`src/rtl/tile_sched_pkg.sv`:
```
// Shared types and default widths for the tile skip scheduler and its stream stages.
package tile_sched_pkg;

    localparam int TSS_ADDR_W = 16;
    localparam int TSS_TILE_W = 12;

    typedef enum logic [1:0] {
        IDLE  = 2'd0,
        SCAN  = 2'd1,
        DRAIN = 2'd2,
        FIN   = 2'd3
    } tss_state_e;

    typedef struct packed {
        logic [TSS_TILE_W-1:0] idx;
    } tile_t;

endpackage

```
`src/rtl/tile_sched_if.sv`:
```
// Bundle of layer control, mask ROM port and tile output stream of the scheduler.
// Stream rule: a tile transfers on a cycle with tile_valid && tile_ready; once raised,
// tile_valid and tile_idx stay stable until that cycle, and tile_ready alone has no effect.
interface tile_sched_if import tile_sched_pkg::*; #(
    parameter int ADDR_W = TSS_ADDR_W,
    parameter int TILE_W = TSS_TILE_W
) ();

    logic              start;
    logic [ADDR_W-1:0] mask_base;
    logic [TILE_W-1:0] num_tiles;
    logic [ADDR_W-1:0] mask_addr;
    logic              mask_bit;
    logic              tile_valid;
    logic              tile_ready;
    logic [TILE_W-1:0] tile_idx;
    logic              busy;
    logic              done;
    logic [TILE_W-1:0] active_count;
    logic [TILE_W-1:0] skipped_count;

    modport master (
        input  start, mask_base, num_tiles, mask_bit, tile_ready,
        output mask_addr, tile_valid, tile_idx, busy, done, active_count, skipped_count
    );

    modport slave (
        output start, mask_base, num_tiles, mask_bit, tile_ready,
        input  mask_addr, tile_valid, tile_idx, busy, done, active_count, skipped_count
    );

endinterface

```
`src/rtl/tile_out_reg.sv`:
```
// Single-entry valid/ready output register: load wins over clear, holds otherwise.
module tile_out_reg import tile_sched_pkg::*; #(
    parameter type data_t = tile_t
) (
    input  logic  clk,
    input  logic  rst,
    input  logic  load_i,
    input  data_t data_i,
    input  logic  ready_i,
    output logic  valid_o,
    output data_t data_o,
    output logic  free_o
);

    logic  valid_q, valid_d;
    data_t data_q, data_d;

    always_comb begin
        valid_d = valid_q;
        data_d  = data_q;
        if (load_i) begin
            valid_d = 1'b1;
            data_d  = data_i;
        end else if (ready_i) begin
            valid_d = 1'b0;
        end
    end

    always_ff @(posedge clk) begin
        if (rst) begin
            valid_q <= 1'b0;
            data_q  <= '0;
        end else begin
            valid_q <= valid_d;
            data_q  <= data_d;
        end
    end

    assign valid_o = valid_q;
    assign data_o  = data_q;
    assign free_o  = !valid_q || ready_i;

endmodule

```
`src/rtl/tile_skip_scheduler.sv`:
```
// Walks one layer's tile mask, streams out tiles whose bit is set and skips the rest
// at one per cycle, counting both kinds and pulsing done at the end of the layer.
module tile_skip_scheduler import tile_sched_pkg::*; #(
    parameter int ADDR_W = TSS_ADDR_W,
    parameter int TILE_W = TSS_TILE_W
) (
    input  logic        clk,
    input  logic        rst,
    tile_sched_if.master bus,
    output tss_state_e  dbg_state_o
);

    typedef logic [TILE_W-1:0] idx_t;

    tss_state_e        state_q, state_d;
    logic [ADDR_W-1:0] base_q, base_d;
    logic [ADDR_W-1:0] addr_q, addr_d;
    idx_t              num_q, num_d;
    idx_t              idx_q, idx_d;
    idx_t              act_q, act_d;
    idx_t              skip_q, skip_d;

    idx_t next_idx;
    logic advance;
    logic out_load;
    logic out_valid;
    logic out_free;
    idx_t out_idx;

    assign next_idx = idx_q + TILE_W'(1);

    always_comb begin
        state_d  = state_q;
        base_d   = base_q;
        addr_d   = addr_q;
        num_d    = num_q;
        idx_d    = idx_q;
        act_d    = act_q;
        skip_d   = skip_q;
        advance  = 1'b0;
        out_load = 1'b0;
        unique case (state_q)
            IDLE: begin
                if (bus.start) begin
                    base_d  = bus.mask_base;
                    addr_d  = bus.mask_base;
                    num_d   = bus.num_tiles;
                    idx_d   = '0;
                    act_d   = '0;
                    skip_d  = '0;
                    state_d = (bus.num_tiles == '0) ? FIN : SCAN;
                end
            end
            SCAN: begin
                if (!bus.mask_bit) begin
                    skip_d  = skip_q + TILE_W'(1);
                    advance = 1'b1;
                end else if (out_free) begin
                    out_load = 1'b1;
                    act_d    = act_q + TILE_W'(1);
                    advance  = 1'b1;
                end
                // End is tested before incrementing so a full-range layer never wraps idx.
                if (advance) begin
                    if (idx_q == num_q - TILE_W'(1)) begin
                        state_d = DRAIN;
                    end else begin
                        idx_d  = next_idx;
                        addr_d = base_q + ADDR_W'(next_idx);
                    end
                end
            end
            DRAIN: begin
                if (!out_valid || bus.tile_ready) begin
                    state_d = FIN;
                end
            end
            FIN: begin
                state_d = IDLE;
            end
            default: state_d = IDLE;
        endcase
    end

    always_ff @(posedge clk) begin
        if (rst) begin
            state_q <= IDLE;
            base_q  <= '0;
            addr_q  <= '0;
            num_q   <= '0;
            idx_q   <= '0;
            act_q   <= '0;
            skip_q  <= '0;
        end else begin
            state_q <= state_d;
            base_q  <= base_d;
            addr_q  <= addr_d;
            num_q   <= num_d;
            idx_q   <= idx_d;
            act_q   <= act_d;
            skip_q  <= skip_d;
        end
    end

    tile_out_reg #(.data_t(idx_t)) u_out (
        .clk     (clk),
        .rst     (rst),
        .load_i  (out_load),
        .data_i  (idx_q),
        .ready_i (bus.tile_ready),
        .valid_o (out_valid),
        .data_o  (out_idx),
        .free_o  (out_free)
    );

    assign bus.mask_addr     = addr_q;
    assign bus.tile_valid    = out_valid;
    assign bus.tile_idx      = out_idx;
    assign bus.busy          = (state_q != IDLE);
    assign bus.done          = (state_q == FIN);
    assign bus.active_count  = act_q;
    assign bus.skipped_count = skip_q;
    assign dbg_state_o       = state_q;

endmodule

```
`src/flat_wrapper.sv`:
```
// flat-port wrapper written by rule: the top's interface ports become plain ports
module tile_skip_scheduler_flat import tile_sched_pkg::*;
#(
    parameter int ADDR_W = TSS_ADDR_W,
    parameter int TILE_W = TSS_TILE_W
)
  (clk, rst, dbg_state_o, bus_start, bus_mask_base, bus_num_tiles, bus_mask_bit, bus_tile_ready, bus_mask_addr, bus_tile_valid, bus_tile_idx, bus_busy, bus_done, bus_active_count, bus_skipped_count);
  tile_sched_if #(.ADDR_W(ADDR_W), .TILE_W(TILE_W)) bus_i ();
  input  logic clk;
  input  logic rst;
  output tss_state_e dbg_state_o;
  input wire logic [$bits(bus_i.start)-1:0] bus_start;
  input wire logic [$bits(bus_i.mask_base)-1:0] bus_mask_base;
  input wire logic [$bits(bus_i.num_tiles)-1:0] bus_num_tiles;
  input wire logic [$bits(bus_i.mask_bit)-1:0] bus_mask_bit;
  input wire logic [$bits(bus_i.tile_ready)-1:0] bus_tile_ready;
  output wire logic [$bits(bus_i.mask_addr)-1:0] bus_mask_addr;
  output wire logic [$bits(bus_i.tile_valid)-1:0] bus_tile_valid;
  output wire logic [$bits(bus_i.tile_idx)-1:0] bus_tile_idx;
  output wire logic [$bits(bus_i.busy)-1:0] bus_busy;
  output wire logic [$bits(bus_i.done)-1:0] bus_done;
  output wire logic [$bits(bus_i.active_count)-1:0] bus_active_count;
  output wire logic [$bits(bus_i.skipped_count)-1:0] bus_skipped_count;
  assign bus_i.start = bus_start;
  assign bus_i.mask_base = bus_mask_base;
  assign bus_i.num_tiles = bus_num_tiles;
  assign bus_i.mask_bit = bus_mask_bit;
  assign bus_i.tile_ready = bus_tile_ready;
  assign bus_mask_addr = bus_i.mask_addr;
  assign bus_tile_valid = bus_i.tile_valid;
  assign bus_tile_idx = bus_i.tile_idx;
  assign bus_busy = bus_i.busy;
  assign bus_done = bus_i.done;
  assign bus_active_count = bus_i.active_count;
  assign bus_skipped_count = bus_i.skipped_count;
  tile_skip_scheduler #(.ADDR_W(ADDR_W), .TILE_W(TILE_W)) u_core (.clk(clk), .rst(rst), .bus(bus_i), .dbg_state_o(dbg_state_o));
endmodule
```
`config.mk`:
```
export PLATFORM = sky130hd
export DESIGN_NAME = tile_skip_scheduler_flat
export DESIGN_NICKNAME = d
export VERILOG_FILES = /design/src/rtl/tile_sched_pkg.sv /design/src/rtl/tile_sched_if.sv /design/src/rtl/tile_out_reg.sv /design/src/rtl/tile_skip_scheduler.sv /design/src/flat_wrapper.sv
export SDC_FILE = /design/constraint.sdc
export NUM_CORES = 1
export LEC_CHECK = 0
export ABC_AREA = 0
export BUFFER_PORTS_ARGS = -buffer_cell sky130_fd_sc_hd__buf_2
export CORE_MARGIN = 4
export CORE_UTILIZATION = 44
export CTS_CLUSTER_SIZE = 10
export DETAILED_ROUTE_END_ITERATION = 6
export PLACE_DENSITY = 0.65
export SLEW_MARGIN = 10
export SYNTH_ARGS = -nofsm -noshare
export SYNTH_HDL_FRONTEND = slang
export SYNTH_SLANG_ARGS = --single-unit
```
`constraint.sdc`:
```
create_clock -name clk -period 4.38 [get_ports clk]
set_input_delay 0.876 -clock clk [delete_from_list [all_inputs] [get_ports clk]]
set_output_delay 0.876 -clock clk [all_outputs]
set_load 0.005 [all_outputs]
```
==> Word level (Yosys, flattened, before mapping) <==
Index checks and enable logic that the tools add are counted.
W data, S select, Z words.
{ "word_totals": {"ff_bits": 95, "input_bits": 33, "out_inout_bits": 57, "word_cells": 64} }
{ "classes": {"n_addsub": 5, "eq_ne": 12, "mux": 26, "n_reduce_logical": 12} }
{ "op_table": {"columns": ["op", "n"], "rows": [
  ["$mux W12", 6],
  ["$pmux W12 S2", 3],
  ["$mux W16", 3],
  ["$add A12 B1 Y12 const B", 3],
  ["$pmux W16 S2", 1],
  ["$add A16 B12 Y16", 1],
  ["$eq A12 B12 Y1", 1],
  ["$logic_not A12 Y1", 1],
  ["$reduce_and A4 Y1", 3],
  ["$sub A12 B1 Y12 const B", 1],
  ["$mux W2", 5],
  ["$ne A2 B1 Y1 const B", 4],
  ["$ne A2 B2 Y1 const B", 4],
  ["$pmux W2 S4", 1],
  ["$mux W1", 7],
  ["$reduce_bool A2 Y1", 3],
  ["$eq A2 B2 Y1 const B", 2],
  ["$reduce_and A3 Y1", 1],
  ["$eq A2 B1 Y1 const B", 1],
  ["$logic_not A2 Y1", 1],
  ["$reduce_and A2 Y1", 1],
  ["$logic_not A1 Y1", 1],
  ["$logic_or A1 B1 Y1", 1]
]} }

==> Longest topological paths before layout <==
{ "logic_depth": {"depth_word": 7, "mapped_depth": 16, "depth_no_buf": 15} }

==> Hierarchy <==
From an unflattened synthesis, not the netlist that was laid out.
{ "unflattened": {"cells_unflattened": 638, "area_unflattened_um2": 5290.1} }
{ "by_module_without_submodules": {"columns": ["module", "n_inst", "cells_per_inst", "area_each_um2", "seq_area_each_um2"], "rows": [
  ["tile_skip_scheduler", 1, 595, 4813.4, 1641.6],
  ["tile_out_reg", 1, 43, 476.7, 260.2]
]} }

==> Worst setup path after synthesis <==
No wires, ideal clock.
{ "synth_timing": {"path_kind": "reg2reg", "from": "register u_core.idx_q[2]", "to": "register u_core.addr_q[13], in the netlist u_core.bus.mask_addr[13]", "setup_ns": 0.088, "arrival_ns": 3.432, "t_required_ns": 4.292, "setup_slack_ns": 0.859, "path_stages_with_launch": 15, "path_buffers": 1, "synth_period_minus_slack_ns": 3.521, "path_cell_list": "dfxtp_1 clkbuf_1 nand3_1 nor2_1 nand3_1 and2_1 or2_2 ha_1 and2_1 and3_1 a21o_1 a31o_2 a211oi_1 mux2_2 a311oi_2"} }
{ "synth_between": {"elab_chain_len": 5, "elab_cells_between_ends": 8, "classes_between": "add/sub: 2; eq/ne: 2; mux: 3; reduce/logical: 1"} }
{ "synth_rtl": {"columns": ["element", "line_no", "rtl"], "rows": [
  ["start, declared", "tile_skip_scheduler.sv:19", "idx_t idx_q, idx_d;"],
  ["start signal, assigned", "tile_skip_scheduler.sv:99", "idx_q <= idx_d;"],
  ["$add A12 B1 Y12", "tile_skip_scheduler.sv:30", "assign next_idx = idx_q + TILE_W'(1);"],
  ["$add A16 B12 Y16", "tile_skip_scheduler.sv:69", "addr_d = base_q + ADDR_W'(next_idx);"],
  ["$mux W16", "tile_skip_scheduler.sv:65", "if (idx_q == num_q - TILE_W'(1)) begin"],
  ["$mux W16", "tile_skip_scheduler.sv:64", "if (advance) begin"],
  ["$pmux W16 S2", "tile_skip_scheduler.sv:42", "unique case (state_q)"],
  ["end signal, assigned", "tile_skip_scheduler.sv:97", "addr_q <= addr_d;"],
  ["end, declared", "tile_skip_scheduler.sv:17", "logic [ADDR_W-1:0] addr_q, addr_d;"]
]} }
Parallel ways exist; a longest one is shown, timed or not. The select of a mux whose other input is x is not followed.
A chain may end at the register's enable or synchronous reset.

==> Worst setup path after layout <==
{ "layout_timing": {"from": "register u_core.idx_q[0]", "to": "register u_core.addr_q[13], in the netlist u_core.bus.mask_addr[13]"} }
Same word-level chain as after synthesis.

==> flow_summary_export.csv <==
group,metric,value,unit
run_status,status,"finished, final reports clean",
sta,period_minus_slack,3.93,ns
routing,drc,0,
sta,final-hold-violation-count,0,
clock_network,post_cts_buffers,0,
routing,num_vias,4590,
sta,post-route-period-util,0.898,
clock_network,hold_buffers,0,
routing,via_per_inst,5.41,
layout,ff_latch_area,1900,um2
clock_network,clk_pin_slew,0.07,ns
critical_path,worstSetupPathType,"reg2reg",
critical_path,timing.critical_path.buf_inv,0,
global_route,antenna_found_initial,0,
sta,finalSetupViolCount,0,
routing,initialDrtViolationCount,166,
layout,drive_gt1_frac,0.191,
clock_network,htreeDepth,3,
logic_synthesis,synth-edff-count,0,
clock_network,cts_tree,"done",
global_route,grt_pass1_wl,20600,um
layout,final_util,0.520,
layout,nFillCells,1075,
critical_path,crit_chain,"ha_1 > nand3_1 > nor2_1 > nand3_1 > and2_1 > or2_2 > ha_1 > and2_1 > and3_1 > a21o_1 > a31o_2 > a211oi_1 > mux2_2 > a311oi_2",
layout,multiInputGateArea,3090,um2
logic_synthesis,syn_area,5190,um2
layout,final_cell_mix,"nand2_1, dfxtp_1, buf_2",
logic_synthesis,synth_nets,690,
critical_path,critPathSlowestCell,"dfxtp_1",
sta,maxSlewViolCount,0,
logic_synthesis,synthCells,633,
global_route,track_usage,0.189,
clock_network,cts_buffers,9,
global_route,grt_pass1_vias,4259,
clock_network,clkSinkCount,95,
layout,nets,757,
sta,hold_ws,0.453,ns
routing,first_pass_iters,4,
clock_network,cts_resized,0,
layout,diodes,0,
floorplan,die_h,117,um
min_path,min_path_type,"reg2reg",
sta,grt_setup_unrepaired,"false",
logic_synthesis,ys_async_sr_fraction,0,
routing,met3_length,629,um
critical_path,endpoint_kind,"flip-flop",
logic_synthesis,synth.distinct_cells,57,
logic_synthesis,seq_area_frac_synth,0.367,
layout,layout_commonest_cell,"nand2_1",
routing,wl_met2,5750,um
clock_network,clock-root-buffer,"clkbuf_16",
logic_synthesis,synth_seq_cells,95,
floorplan,rows,39,
logic_synthesis,synth_ff_type,"dfxtp_1",
sta,fin_skew,0.0117,ns
critical_path,path_delay_family,"simple AND/OR/NAND/NOR gates",
place,hpwl,9060,um
floorplan,core,11500,um2
floorplan,start_util,0.452,
place,io_buffers,89,
clock_network,insertion_delay,0.35,ns
routing,drtAntennaViolNets,0,
critical_path,path_max_fanout,8,
sta,max_freq,0.254,GHz
sta,tns,0,ns
global_route,grt_start_max_net_pins,55,
routing,wl,12500,um
global_route,grt-ovfl-total,0,
place,gp_congestion,0.913,
floorplan,dieArea,13600,um2
sta,slew_headroom,0.340,
pwr,p_total,3.03,mW
logic_synthesis,avgSynthCellArea,8.20,um2
routing,wl_met1,5830,um
critical_path,cp-start-kind,"flip-flop",
clock_network,ctsLongestPathBuffers,2,
critical_path,cp_slowest_stage_delay,0.49,ns
floorplan,die_x,117,um
logic_synthesis,yosys_warnings,0,
pwr,ir_drop,0.315,mV
floorplan,ios,90,
pwr,p_leak,2.42,nW
critical_path,cp.required,4.64,ns
run,maxCapViolations,0,
routing,routed.top_layer,"met4",
pwr,power_density,508,nW/um2
sta,worst_pin_slew,0.982,ns
routing,avgRoutedWirePerCell,14.7,um
layout,syn2layout_area_growth,15.0,%
critical_path,arrival,4.19,ns
## state kept, by name (all words and copies together), names as in the netlist
name / flops
u_core.idx_q: 12
u_core.u_out.valid_o: 1
u_core.bus.skipped_count: 12
u_core.u_out.data_o: 12
u_core.bus.active_count: 12
u_core.dbg_state_o: 2
u_core.num_q: 12
u_core.base_q: 16
u_core.bus.mask_addr: 16
## final timing paths
check             cells after the start                  endpoint  slack (ns)              startpoint
setup / recovery                     14  u_core.bus.mask_addr[13]        0.45         u_core.idx_q[0]
hold / removal                        2    u_core.u_out.data_o[9]        0.45  u_core.u_out.data_o[9]
setup reg to reg                     14  u_core.bus.mask_addr[13]        0.45         u_core.idx_q[0]
hold reg to reg                       2    u_core.u_out.data_o[9]        0.45  u_core.u_out.data_o[9]
## worst reg2reg max path: cells and delay by family, from the launching register on
kind / cells / cell delay (ns)
AO/OA/AOI/OAI: 4 / 0.86
adder cells (fa/ha/maj): 2 / 0.62
flip-flops: 1 / 0.49
multiplexers: 1 / 0.37
AND/OR/NAND/NOR: 7 / 1.50
## per-layer routing
| metal | GRT usage | up-vias |
|---|---|---|
| li1 | - | 2355 |
| met1 | 0.245 | 2116 |
| met2 | 0.306 | 100 |
| met3 | 0.0409 | 19 |
| met4 | 0.0749 | 0 |
| met5 | 0 | - |
## area by class of cell
| type | instances | area share |
|---|---|---|
| clock buffers | 10 | 0.0384 |
| clock inverters | 6 | 0.00881 |
| inverters | 9 | 0.00566 |
| multi-input cells | 491 | 0.518 |
| flip-flops and latches | 95 | 0.319 |
| well taps | 143 | 0.0300 |
| repair buffers | 94 | 0.0809 |
## where the power goes
| part | internal, mW | switching [mW] | total (mW) |
|---|---|---|---|
| clock network | 0.395 | 0.364 | 0.759 |
| registers | 1.00 | 0.116 | 1.12 |
| logic | 0.452 | 0.700 | 1.15 |
## logic make-up (layout without fill, tap and decap cells)
family / Yosys count / count (layout) / share of synthesized area
XOR/XNOR: 46 / 46 / 0.0776
adder cells (fa/ha/maj): 24 / 24 / 0.0593
flip-flops: 95 / 95 / 0.367
multiplexers: 12 / 12 / 0.0234
AO/OA/AOI/OAI: 148 / 148 / 0.201
AND/OR/NAND/NOR: 261 / 261 / 0.234
buffers and inverters: 47 / 119 / 0.0383
## per-stage QoR
| stage | setup WS, ns | cell area, um2 | cells |
|---|---|---|---|
| 5_1_grt | 0.184 | 5970 | 848 |
| 3_3_place_gp | 0.633 | 5690 | 832 |
| 2_1_floorplan | 0.859 | 5190 | 633 |
| 6_report | 0.446 | 5970 | 848 |
| 3_5_place_dp | 0.484 | 5690 | 832 |
| 4_1_cts | 0.443 | 5970 | 848 |
## Yosys cell counts (2+ instances only)
cell type  instances  share of area
nand2_1          112          0.081
dfxtp_1           95           0.37
a21oi_1           60          0.058
nor2_1            53          0.038
clkbuf_1          29          0.021
xnor2_1           25          0.042
o21ai_0           24          0.023
ha_1              23          0.055
xor2_1            21          0.035
nand3_1           20          0.019
nor3_1            13          0.013
a211oi_2          12          0.029
mux2i_1           11          0.021
and3_1            10          0.012
inv_1              9         0.0065
nand2b_1           8         0.0096
nor2b_1            8         0.0096
a211oi_1           7          0.010
or3_1              7         0.0084
a22o_1             6          0.010
buf_1              6         0.0043
a221oi_1           5         0.0084
a31oi_1            5         0.0060
and2_1             5         0.0060
nand4_1            5         0.0060
o211ai_1           5         0.0072
a21o_1             4         0.0058
buf_6              3         0.0065
nor4_1             3         0.0036
o2bb2ai_1          3         0.0051
or4_1              3         0.0043
a311oi_2           2         0.0058
and4_1             2         0.0034
nand4b_1           2         0.0034
nor4b_1            2         0.0034
o21a_1             2         0.0029
o21ba_2            2         0.0039
or2_2              2         0.0024
No activity file was read; power rests on OpenSTA's default activity.
